`src/rtl/mem_arbiter_if.sv`:
```
// Bundle of the two requester ports and the memory-side port of mem_arbiter.
// The arbiter uses the slave modport; requesters and the memory use master.
interface mem_arbiter_if #(
    parameter int AW = 9,
    parameter int DW = 16
);
    logic          req0;
    logic          req1;
    logic          we0;
    logic          we1;
    logic          lock0;
    logic          lock1;
    logic [AW-1:0] addr0;
    logic [AW-1:0] addr1;
    logic [DW-1:0] wdata0;
    logic [DW-1:0] wdata1;
    logic          gnt0;
    logic          gnt1;
    logic          rvalid0;
    logic          rvalid1;
    logic [DW-1:0] rdata;
    logic          mem_en;
    logic          mem_we;
    logic [AW-1:0] mem_addr;
    logic [DW-1:0] mem_wdata;
    logic [DW-1:0] mem_rdata;

    modport slave (
        input  req0, req1, we0, we1, lock0, lock1,
        input  addr0, addr1, wdata0, wdata1,
        input  mem_rdata,
        output gnt0, gnt1, rvalid0, rvalid1, rdata,
        output mem_en, mem_we, mem_addr, mem_wdata
    );

    modport master (
        output req0, req1, we0, we1, lock0, lock1,
        output addr0, addr1, wdata0, wdata1,
        output mem_rdata,
        input  gnt0, gnt1, rvalid0, rvalid1, rdata,
        input  mem_en, mem_we, mem_addr, mem_wdata
    );
endinterface

```
`src/rtl/mem_arbiter.sv`:
```
// Round-robin arbiter with bounded burst lock sharing one synchronous
// single-port memory between the CPU (port 0) and the loader (port 1).
module mem_arbiter #(
    parameter int AW       = 9,
    parameter int DW       = 16,
    parameter int LOCK_MAX = 8
) (
    input logic          clk,
    input logic          rst_n,
    mem_arbiter_if.slave bus
);
    localparam int CW = $clog2(LOCK_MAX + 1);

    logic          r_last;
    logic          r_owner;
    logic          r_owned;
    logic [CW-1:0] r_lockCnt;
    logic          r_rv0;
    logic          r_rv1;

    logic [1:0]    w_req;
    logic [1:0]    w_we;
    logic [1:0]    w_lock;
    logic          w_keep;
    logic          w_expired;
    logic          w_gntAny;
    logic          w_gntSel;
    logic          w_gnt0;
    logic          w_gnt1;
    logic          w_grant;

    assign w_req  = {bus.req1, bus.req0};
    assign w_we   = {bus.we1, bus.we0};
    assign w_lock = {bus.lock1, bus.lock0};

    // A live lock keeps the owner; once its budget is spent the waiting port wins.
    always_comb begin
        w_keep    = r_owned & w_req[r_owner] & (r_lockCnt < CW'(LOCK_MAX));
        w_expired = r_owned & w_req[r_owner] & ~w_keep;
        w_gntAny  = 1'b0;
        w_gntSel  = 1'b0;
        if (w_keep) begin
            w_gntAny = 1'b1;
            w_gntSel = r_owner;
        end else if (w_req[0] && w_req[1]) begin
            w_gntAny = 1'b1;
            w_gntSel = w_expired ? ~r_owner : ~r_last;
        end else if (w_req[0]) begin
            w_gntAny = 1'b1;
            w_gntSel = 1'b0;
        end else if (w_req[1]) begin
            w_gntAny = 1'b1;
            w_gntSel = 1'b1;
        end
    end

    // Grants are gated by rst_n so nothing reaches the memory during reset.
    assign w_gnt0  = rst_n & w_gntAny & ~w_gntSel;
    assign w_gnt1  = rst_n & w_gntAny & w_gntSel;
    assign w_grant = w_gnt0 | w_gnt1;

    assign bus.gnt0      = w_gnt0;
    assign bus.gnt1      = w_gnt1;
    assign bus.mem_en    = w_grant;
    assign bus.mem_we    = w_grant & w_we[w_gntSel];
    assign bus.mem_addr  = !w_grant ? '0 : (w_gntSel ? bus.addr1 : bus.addr0);
    assign bus.mem_wdata = !w_grant ? '0 : (w_gntSel ? bus.wdata1 : bus.wdata0);
    assign bus.rvalid0   = r_rv0;
    assign bus.rvalid1   = r_rv1;
    assign bus.rdata     = bus.mem_rdata;

    // The lock budget only drains while the other port is actually waiting.
    always_ff @(posedge clk or negedge rst_n) begin
        if (!rst_n) begin
            r_last    <= 1'b1;
            r_owner   <= 1'b0;
            r_owned   <= 1'b0;
            r_lockCnt <= '0;
            r_rv0     <= 1'b0;
            r_rv1     <= 1'b0;
        end else begin
            r_rv0 <= w_gnt0 & ~w_we[0];
            r_rv1 <= w_gnt1 & ~w_we[1];
            if (w_grant) begin
                r_last <= w_gntSel;
                if (w_lock[w_gntSel]) begin
                    r_owned <= 1'b1;
                    r_owner <= w_gntSel;
                    if (r_owned && (r_owner == w_gntSel)) begin
                        if (w_req[~w_gntSel]) begin
                            r_lockCnt <= r_lockCnt + CW'(1);
                        end
                    end else begin
                        r_lockCnt <= CW'(1);
                    end
                end else begin
                    r_owned   <= 1'b0;
                    r_lockCnt <= '0;
                end
            end else begin
                r_owned   <= 1'b0;
                r_lockCnt <= '0;
            end
        end
    end
endmodule

```
`src/flat_wrapper.sv`:
```
// flat-port wrapper written by rule: the top's interface ports become plain ports
module mem_arbiter_flat 
#(
    parameter int AW       = 9,
    parameter int DW       = 16,
    parameter int LOCK_MAX = 8
)
  (clk, rst_n, bus_req0, bus_req1, bus_we0, bus_we1, bus_lock0, bus_lock1, bus_addr0, bus_addr1, bus_wdata0, bus_wdata1, bus_mem_rdata, bus_gnt0, bus_gnt1, bus_rvalid0, bus_rvalid1, bus_rdata, bus_mem_en, bus_mem_we, bus_mem_addr, bus_mem_wdata);
  mem_arbiter_if #(.AW(AW), .DW(DW)) bus_i ();
  input logic clk;
  input logic rst_n;
  input wire logic [$bits(bus_i.req0)-1:0] bus_req0;
  input wire logic [$bits(bus_i.req1)-1:0] bus_req1;
  input wire logic [$bits(bus_i.we0)-1:0] bus_we0;
  input wire logic [$bits(bus_i.we1)-1:0] bus_we1;
  input wire logic [$bits(bus_i.lock0)-1:0] bus_lock0;
  input wire logic [$bits(bus_i.lock1)-1:0] bus_lock1;
  input wire logic [$bits(bus_i.addr0)-1:0] bus_addr0;
  input wire logic [$bits(bus_i.addr1)-1:0] bus_addr1;
  input wire logic [$bits(bus_i.wdata0)-1:0] bus_wdata0;
  input wire logic [$bits(bus_i.wdata1)-1:0] bus_wdata1;
  input wire logic [$bits(bus_i.mem_rdata)-1:0] bus_mem_rdata;
  output wire logic [$bits(bus_i.gnt0)-1:0] bus_gnt0;
  output wire logic [$bits(bus_i.gnt1)-1:0] bus_gnt1;
  output wire logic [$bits(bus_i.rvalid0)-1:0] bus_rvalid0;
  output wire logic [$bits(bus_i.rvalid1)-1:0] bus_rvalid1;
  output wire logic [$bits(bus_i.rdata)-1:0] bus_rdata;
  output wire logic [$bits(bus_i.mem_en)-1:0] bus_mem_en;
  output wire logic [$bits(bus_i.mem_we)-1:0] bus_mem_we;
  output wire logic [$bits(bus_i.mem_addr)-1:0] bus_mem_addr;
  output wire logic [$bits(bus_i.mem_wdata)-1:0] bus_mem_wdata;
  assign bus_i.req0 = bus_req0;
  assign bus_i.req1 = bus_req1;
  assign bus_i.we0 = bus_we0;
  assign bus_i.we1 = bus_we1;
  assign bus_i.lock0 = bus_lock0;
  assign bus_i.lock1 = bus_lock1;
  assign bus_i.addr0 = bus_addr0;
  assign bus_i.addr1 = bus_addr1;
  assign bus_i.wdata0 = bus_wdata0;
  assign bus_i.wdata1 = bus_wdata1;
  assign bus_i.mem_rdata = bus_mem_rdata;
  assign bus_gnt0 = bus_i.gnt0;
  assign bus_gnt1 = bus_i.gnt1;
  assign bus_rvalid0 = bus_i.rvalid0;
  assign bus_rvalid1 = bus_i.rvalid1;
  assign bus_rdata = bus_i.rdata;
  assign bus_mem_en = bus_i.mem_en;
  assign bus_mem_we = bus_i.mem_we;
  assign bus_mem_addr = bus_i.mem_addr;
  assign bus_mem_wdata = bus_i.mem_wdata;
  mem_arbiter #(.AW(AW), .DW(DW), .LOCK_MAX(LOCK_MAX)) u_core (.clk(clk), .rst_n(rst_n), .bus(bus_i));
endmodule
```
`config.mk`:
```
export PLATFORM = sky130hd
export DESIGN_NAME = mem_arbiter_flat
export DESIGN_NICKNAME = d
export VERILOG_FILES = /design/src/rtl/mem_arbiter_if.sv /design/src/rtl/mem_arbiter.sv /design/src/flat_wrapper.sv
export SDC_FILE = /design/constraint.sdc
export NUM_CORES = 1
export LEC_CHECK = 0
export CAP_MARGIN = 10
export CORE_ASPECT_RATIO = 0.6
export CORE_UTILIZATION = 26
export CTS_BUF_LIST = sky130_fd_sc_hd__clkbuf_16
export CTS_CLUSTER_DIAMETER = 100
export DETAILED_ROUTE_END_ITERATION = 8
export GPL_TIMING_DRIVEN = 0
export PLACE_DENSITY_LB_ADDON = 0.05
export SLEW_MARGIN = 20
export SYNTH_ARGS = -nofsm -noshare
export SYNTH_HDL_FRONTEND = slang
export SYNTH_SLANG_ARGS = --single-unit
```
`constraint.sdc`:
```
create_clock -name clk -period 2.5 [get_ports clk]
set_clock_uncertainty 0.15 [all_clocks]
set_input_delay 0.625 -clock clk [delete_from_list [all_inputs] [get_ports clk]]
set_output_delay 0.625 -clock clk [all_outputs]
set_load 0.02 [all_outputs]
```
==> qor_table.md, run 1 <==
| Metric | Reported | Unit |
| --- | --- | --- |
| Status | complete, but fails checks | - |
| Failing checks | negative setup slack | - |
| Clock sink count | 9 | - |
| Final-report hold violation count | 0 | - |
| Layout cells sized above 1 | 30.2 | % |
| DRC Markers | 0 | - |
| # Max-Cap Violations | 0 | - |
| DR vias/cell | 4.56 | - |
| Total via count in the routed design | 1263 | - |
| Startpoint class of the critical path | register | - |
| Full die area | 0.00397 | mm^2 |
| Post-synthesis to final-layout area growth | 122 | % |
| Final core occ | 63.0 | % |
| RSZ-0062 raised after global routing | yes | - |
| Clock tree root buffer cell | sky130_fd_sc_hd__clkbuf_16 | - |
| Inserted Diodes | 0 | - |
| Cts bufs inserted | 3 | - |
| Overall overflow remaining after global route | 0 | - |
| Average detailed-routed wire length per instance | 13.1 | um |
| Worst rel slew slack | 82.3 | % |
| Setup violations, final | 5 | - |
| Filler Cell Count | 291 | - |
| Worst Path Buf+Inv | 3 | - |
| Area share of and/or/nand/nor cells after synthesis | 21.1 | % |
| Hold crit path type | input port to asynchronous set/reset pin | - |
| Most frequent cell after synthesis | sky130_fd_sc_hd__nor2_1 | - |
| Share of Yosys cell area claimed by the top area cell type | 28.0 | % |
| Largest family of logic cells by synthesized area | multiplexers | - |
| Detailed placer's ending HPWL | 2.86 | mm |
| Core area | 0.00340 | mm^2 |
| Total number of cells along the worst setup path | 7 | - |
| Lkg Pwr | 1.07 | nW |
| Crit-path cells | xor2_2 > o211ai_4 > buf_6 > buf_8 > mux2i_1 > nor2_1 > buf_4 | - |
| Final setup slack of the worst path | -0.0382 | ns |
| Top cells by instance count after synthesis | sky130_fd_sc_hd__nor2_1, sky130_fd_sc_hd__mux2i_1, sky130_fd_sc_hd__buf_4 | - |
| Drt pass-1 iters | 4 | - |
| Final ANT Viol Nets | 0 | - |
| Worst r2r dst | u_core.r_lockCnt[1] | - |
| Critical Path End Type | output port | - |
| Final #Nets | 308 | - |
| TritonCTS clock tree | built | - |
| Placer Congestion | 0.742 | - |
| Global-route wire length before repair | 5.72 | mm |
| GR Util All Layers | 18.8 | % |
| CP peak stage delay | 0.40 | ns |
| CP Data Arrival Time | 1.76 | ns |
| Number of enable-type register cells in the synthesized netlist | 0 | - |
| Number of distinct library cell variants in the gate-level netlist after synthesis | 25 | - |
| DR iter-0 viols | 41 | - |
| Mean instance size in the synthesized netlist | 8.11 | um^2 |
| Library cell contributing the largest single delay on the critical path | sky130_fd_sc_hd__dfrtp_1 | - |
| Site row count | 16 | - |
| Register clock-pin slew on the reported worst setup and hold paths | 0.04 | ns |
| Launch point of the worst path | u_core.r_lockCnt[3] | - |
| Final min period | 2.54 | ns |
| Die H | 49.2 | um |
| Total non-filler cell area in the finished layout | 0.00214 | mm^2 |
| IR drop worst, VDD | 0.280 | mV |
| Adder-Cell Fraction of Synth Area | 1.30 | % |
| Category of cells accounting for the largest share of critical-path delay | buffers and inverters | - |
| Top cell type by total area after synthesis | sky130_fd_sc_hd__mux2i_1 | - |
| Power density over the cells | 402 | mW/mm^2 |
| Number of global-route vias before repair | 1259 | - |
| Buffers on Ports | 104 | - |
| CP Data Required Time | 1.73 | ns |
| Highest net fanout along the worst path | 5 | - |
| Number of flip-flops and latches in the synthesized netlist | 9 | - |
| Worst flop-to-flop path startpoint | u_core.r_lockCnt[3] | - |
| Pin slew with the least headroom to its limit | 0.265 | ns |
| Setup Crit Path Kind | register to output port | - |
| Cells after synthesis | 119 | - |
| Clock insertion delay at the later pin of the skew report | 0.23 | ns |
| Top area cells in the synthesized netlist | sky130_fd_sc_hd__mux2i_1, sky130_fd_sc_hd__dfrtp_1, sky130_fd_sc_hd__buf_4, sky130_fd_sc_hd__nor2_1, sky130_fd_sc_hd__dfstp_2 | - |
| Maximum clock path buffer count | 2 | - |
| Length in cells of the worst reg-to-reg path | 5 | - |
| Cell Area, Synth | 965 | um^2 |
| Setup slack of the worst register-to-register path | 0.70 | ns |
| Total nets after synthesis | 194 | - |
| Antenna violations before repair | 0 | - |
| Final cycle utilization of the critical path | 102 | % |
| Pin count of the biggest net entering global routing | 11 | - |
| Post-synthesis xor/xnor area fraction | 2.72 | % |
| Fin Setup TNS | -0.0964 | ns |
| Count of H-tree levels built during CTS | 1 | - |
| Multiplexer share of the synthesized area | 29.2 | % |
| Dpl cell area | 0.00206 | mm^2 |
| Share of async-settable or async-resettable flops after synthesis | 100 | % |
| Number of pins with negative max-slew slack in the final report | 0 | - |
| Die span in x | 80.6 | um |
| Total Routed Length | 3.64 | mm |
| Initial core utilization | 28.3 | % |
| Number of warnings reported in the yosys synthesis log | 0 | - |
| Share of the synthesized area in compound gates (AO/OA/AOI/OAI) | 5.58 | % |
| Share of synthesized area occupied by flip-flops and latches | 23.5 | % |
| I/O Pins | 121 | - |
| Crit path capture | bus_mem_addr[1] | - |
| Achievable Freq | 0.394 | GHz |
| Top flip-flop cell by instance count after synthesis | sky130_fd_sc_hd__dfrtp_1 | - |
[stage by stage]
stage                     setup WS, ns  total power [mW]  std cells  hold WS [ns]
after detailed placement         -1.22             0.573        268         0.356
after CTS                      -0.0184             0.876        279         0.106
after floorplan                  0.201             0.362        119         0.179
after global routing            -0.117             0.908        277         0.120
final                          -0.0382             0.862        277         0.113
after global placement           -1.14             0.563        268         0.350
[per-layer routing]
metal  vias to the layer above  share of wire (%)  wire length, um  global-route usage, %
met2                        80                 51             1860                   35.6
met1                       567                 37             1350                   20.1
met4                         0                1.9               68                   6.55
met3                         8                 10              369                   4.49
met5                         -                  0                0                      0
li1                        608                  -                -                      -
[power breakdown]
group	total (mW)	internal (mW)	switching [mW]	leakage, nW
sequential	0.167	0.159	0.00855	0.116
clock	0.274	0.209	0.0657	0.0423
combinational	0.420	0.232	0.188	0.916
total	0.862	0.599	0.262	1.07
[state kept, by name, summed over array words and instances, names as in the netlist]
register,flops
u_core.bus.rvalid0,1
u_core.r_lockCnt,4
u_core.bus.rvalid1,1
u_core.r_owned,1
u_core.r_last,1
u_core.r_owner,1
[final cells by class]
type / instances / area [um^2] / share of cell area, %
clock inverters: 1 / 3.75 / 0.175
repair buffers: 111 / 1000 / 46.6
multi-input cells: 86 / 612 / 28.5
inverters: 2 / 7.51 / 0.350
plain buffers: 20 / 161 / 7.53
flip-flops and latches: 9 / 228 / 10.6
clock buffers: 3 / 75.1 / 3.50
well taps: 45 / 56.3 / 2.63
[cell usage in the layout, fill, tap and decap left out, drive strengths merged, types with 2 or more instances in the layout]
cell type / instances
o21ai: 3
dfrtp: 8
a21oi: 2
clkdlybuf4s15: 2
xor2: 2
inv: 3
buf: 56
nand2: 6
mux2i: 27
clkbuf: 3
clkdlybuf4s50: 72
nor2: 31
and3b: 2
nand3: 2
[logic make-up (layout without fill, tap and decap cells)]
family                     count (synthesis)  count (layout)
buffers and inverters                     24             137
muxes                                     28              28
AOI/OAI and AO/OA                          8               8
xor gates and xnor gates                   3               3
adders and majority gates                  1               1
DFF                                        9               9
and+or+nand+nor                           46              46
[worst reg2reg max path: cells and delay by family, from the launching register on]
kind / cells / cell delay (ns)
buf+inv: 1 / 0.17
mux: 1 / 0.39
simple gates: 1 / 0.18
compound gates: 1 / 0.24
xor+xnor: 1 / 0.20
flops: 1 / 0.40
[worst min path at each step]
| stage | startpoint | endpoint | slack, ns | cells past startpoint |
|---|---|---|---|---|
| global route | rst_n | u_core.r_lockCnt[0] | 0.12 | 1 |
| floorplan | rst_n | u_core.bus.rvalid0 | 0.18 | 0 |
| CTS | rst_n | u_core.r_lockCnt[0] | 0.11 | 1 |
| finish | rst_n | u_core.r_lockCnt[0] | 0.11 | 1 |
| global placement | u_core.r_last | u_core.r_last | 0.35 | 1 |
| detailed placement | u_core.r_last | u_core.r_last | 0.36 | 1 |
[timing repair]
action,in CTS,in global routing
setup endpoints to repair,29,27
gates cloned,1,0
hold buffers,0,0
buffers inserted,6,0
gates resized for setup,152,6
pin swaps,4,1
No activity file was read; power rests on OpenSTA's default activity.
==> inputs of run 2 (changes only) <==
Settings changed: CELL_PAD_IN_SITES_DETAIL_PLACEMENT from default to 1, CELL_PAD_IN_SITES_GLOBAL_PLACEMENT from default to 1, CORE_UTILIZATION 26 to 16, PLACE_DENSITY from default to 0.87, PLACE_DENSITY_LB_ADDON 0.05 to default, RECOVER_POWER from default to 25.
==> run 2 against run 1 <==
Via count barely moved. Wire length grew 13%. Cell area increased by 2.5%. Global-route usage fell by 6.5 points. The flow still finishes with violations (negative setup slack). Combinational power is 3% higher. Final cell count increased by 13%. Clock power about the same.
==> qor_table.md, run 2 (synthesized netlist as in run 1, its figures left out) <==
| Metric | Reported | Unit |
| --- | --- | --- |
| Drt pass-1 iters | 4 | - |
| RSZ-0062 raised after global routing | yes | - |
| Power share of the combinational group | 49.3 | % |
| Final Instance Count excl. Fillers | 312 | - |
| Final #Nets | 308 | - |
| Startpoint class of the critical path | register | - |
| Power density over the cells | 398 | mW/mm^2 |
| Detailed placer's ending HPWL | 3.32 | mm |
| Maximum clock path buffer count | 2 | - |
| Lkg Pwr | 1.10 | nW |
| Placer Congestion | 0.666 | - |
| Inserted Diodes | 0 | - |
| Clock share of power | 31.6 | % |
| Setup Crit Path Kind | register to output port | - |
| Final min period | 2.52 | ns |
| DR iter-0 viols | 23 | - |
| Achievable Freq | 0.397 | GHz |
| Filler Cell Count | 689 | - |
| CP Data Arrival Time | 1.74 | ns |
| Setup violations, final | 3 | - |
| Core area | 0.00570 | mm^2 |
| DR vias/cell | 4.05 | - |
| Layout cells sized above 1 | 29.7 | % |
| Antenna violations before repair | 0 | - |
| Global-route wire length before repair | 6.13 | mm |
| Final setup slack of the worst path | -0.0196 | ns |
| Failing checks | negative setup slack | - |
| Total Routed Length | 4.11 | mm |
| Initial core utilization | 16.9 | % |
| Die H | 62.1 | um |
| Final-report hold violation count | 0 | - |
| DRC Markers | 0 | - |
| Status | complete, but fails checks | - |
| Post-synthesis to final-layout area growth | 128 | % |
| Cts bufs inserted | 3 | - |
| Dpl cell area | 0.00211 | mm^2 |
| Count of H-tree levels built during CTS | 1 | - |
| Clock insertion delay at the later pin of the skew report | 0.23 | ns |
| Most used cells in the layout excluding fill and tap cells | sky130_fd_sc_hd__clkdlybuf4s50_1, sky130_fd_sc_hd__nor2_1, sky130_fd_sc_hd__mux2i_1 | - |
| Worst rel slew slack | 83.0 | % |
| Number of pins with negative max-slew slack in the final report | 0 | - |
| Pin count of the biggest net entering global routing | 11 | - |
| Fin Setup TNS | -0.0271 | ns |
| CP Data Required Time | 1.73 | ns |
| Final ANT Viol Nets | 0 | - |
| IR drop worst, VDD | 0.229 | mV |
| Length in cells of the worst reg-to-reg path | 6 | - |
| Buffers on Ports | 104 | - |
| Register clock-pin slew on the reported worst setup and hold paths | 0.04 | ns |
| Clock sink count | 9 | - |
| Switch Pwr | 0.268 | mW |
| Pin slew with the least headroom to its limit | 0.255 | ns |
| # Max-Cap Violations | 0 | - |
| Reg with most FFs | u_core.r_lockCnt | - |
| Clock tree root buffer cell | sky130_fd_sc_hd__clkbuf_16 | - |
| Commonest non-fill, non-tap cell in the layout | sky130_fd_sc_hd__clkdlybuf4s50_1 | - |
| Die span in x | 102 | um |
| Number of cells after detailed placement | 303 | - |
| Highest net fanout along the worst path | 10 | - |
| Overall overflow remaining after global route | 0 | - |
| I/O Pins | 121 | - |
| TritonCTS clock tree | built | - |
| Full die area | 0.00635 | mm^2 |
| Overall Power | 0.875 | mW |
| Number of flip-flops under the largest register name | 4 | - |
| Sequential power share | 19.1 | % |
| Average detailed-routed wire length per instance | 13.2 | um |
| P_int | 0.607 | mW |
| Total via count in the routed design | 1264 | - |
| Final cycle utilization of the critical path | 101 | % |
| Critical Path End Type | output port | - |
| Switching part of the total power | 30.6 | % |
| Number of global-route vias before repair | 1288 | - |
| GR Util All Layers | 12.3 | % |
| Site row count | 21 | - |
| Total non-filler cell area in the finished layout | 0.00220 | mm^2 |
| Hold crit path type | input port to asynchronous set/reset pin | - |
run 2: area by class of cell:
cell class	count	area [um^2]	share of cell area [%]
Sequential cell	9	228	10.4
Buffer	22	201	9.17
Clock buffer	3	75.1	3.42
Multi-Input combinational cell	86	608	27.7
Clock inverter	1	3.75	0.171
Timing Repair Buffer	109	973	44.3
Inverter	2	7.51	0.342
Tap cell	80	100	4.56
run 2: metal layers:
layer	share of wire [%]	global-route usage, %	vias to the layer above	routed length, um
li1	-	-	610	-
met1	42	14.1	599	1730
met2	52	23.7	53	2130
met3	5.6	2.36	2	231
met4	0.54	1.61	0	22
met5	0	0	-	0
run 2: metrics by stage:
step	setup WS, ns	hold WS, ns	utilization [%]
after floorplan	0.201	0.179	-
after global placement	-1.25	0.353	36.9
after detailed placement	-1.28	0.353	36.9
after CTS	0.00236	0.114	38.5
after global routing	-0.0890	0.119	38.5
final	-0.0196	0.108	38.5
run 2: critical path, stage by stage, from the launching register on:
cell and delay (ns):
sky130_fd_sc_hd__dfrtp_1 0.40, sky130_fd_sc_hd__xor2_2 0.20, sky130_fd_sc_hd__o211ai_4 0.19, sky130_fd_sc_hd__buf_12 0.16
sky130_fd_sc_hd__buf_12 0.14, sky130_fd_sc_hd__mux2i_1 0.21, sky130_fd_sc_hd__nor2_1 0.05, sky130_fd_sc_hd__buf_2 0.16
run 2: what timing repair did:
action | in CTS | in global routing
hold buffers | 0 | 0
setup buffers | 4 | 0
resized for setup | 153 | 5
gates cloned | 1 | 0
pin swaps | 3 | 1
endpoints found under the setup margin | 29 | 27
run 2: worst paths after layout:
path,start,to,slack [ns]
worst max-delay path,u_core.r_lockCnt[3],bus_mem_wdata[0],-0.02
worst min-delay path,rst_n,u_core.r_owned,0.11
worst max register to register,u_core.r_lockCnt[3],u_core.r_lockCnt[1],0.65
worst min register to register,u_core.r_last,u_core.r_last,0.36
max in group asynchronous,rst_n,u_core.r_last,1.83
min in group clk,u_core.r_last,u_core.r_last,0.36
run 2: power by group through the flow:
| stage | sequential, mW | clock [mW] | combinational, mW |
|---|---|---|---|
| 3_5_place_dp | 0.169 | 0 | 0.409 |
| 2_1_floorplan | 0.168 | 0 | 0.194 |
| 6_report | 0.167 | 0.277 | 0.431 |
| 5_1_grt | 0.168 | 0.288 | 0.458 |
| 4_1_cts | 0.167 | 0.280 | 0.433 |
| 3_3_place_gp | 0.168 | 0 | 0.400 |
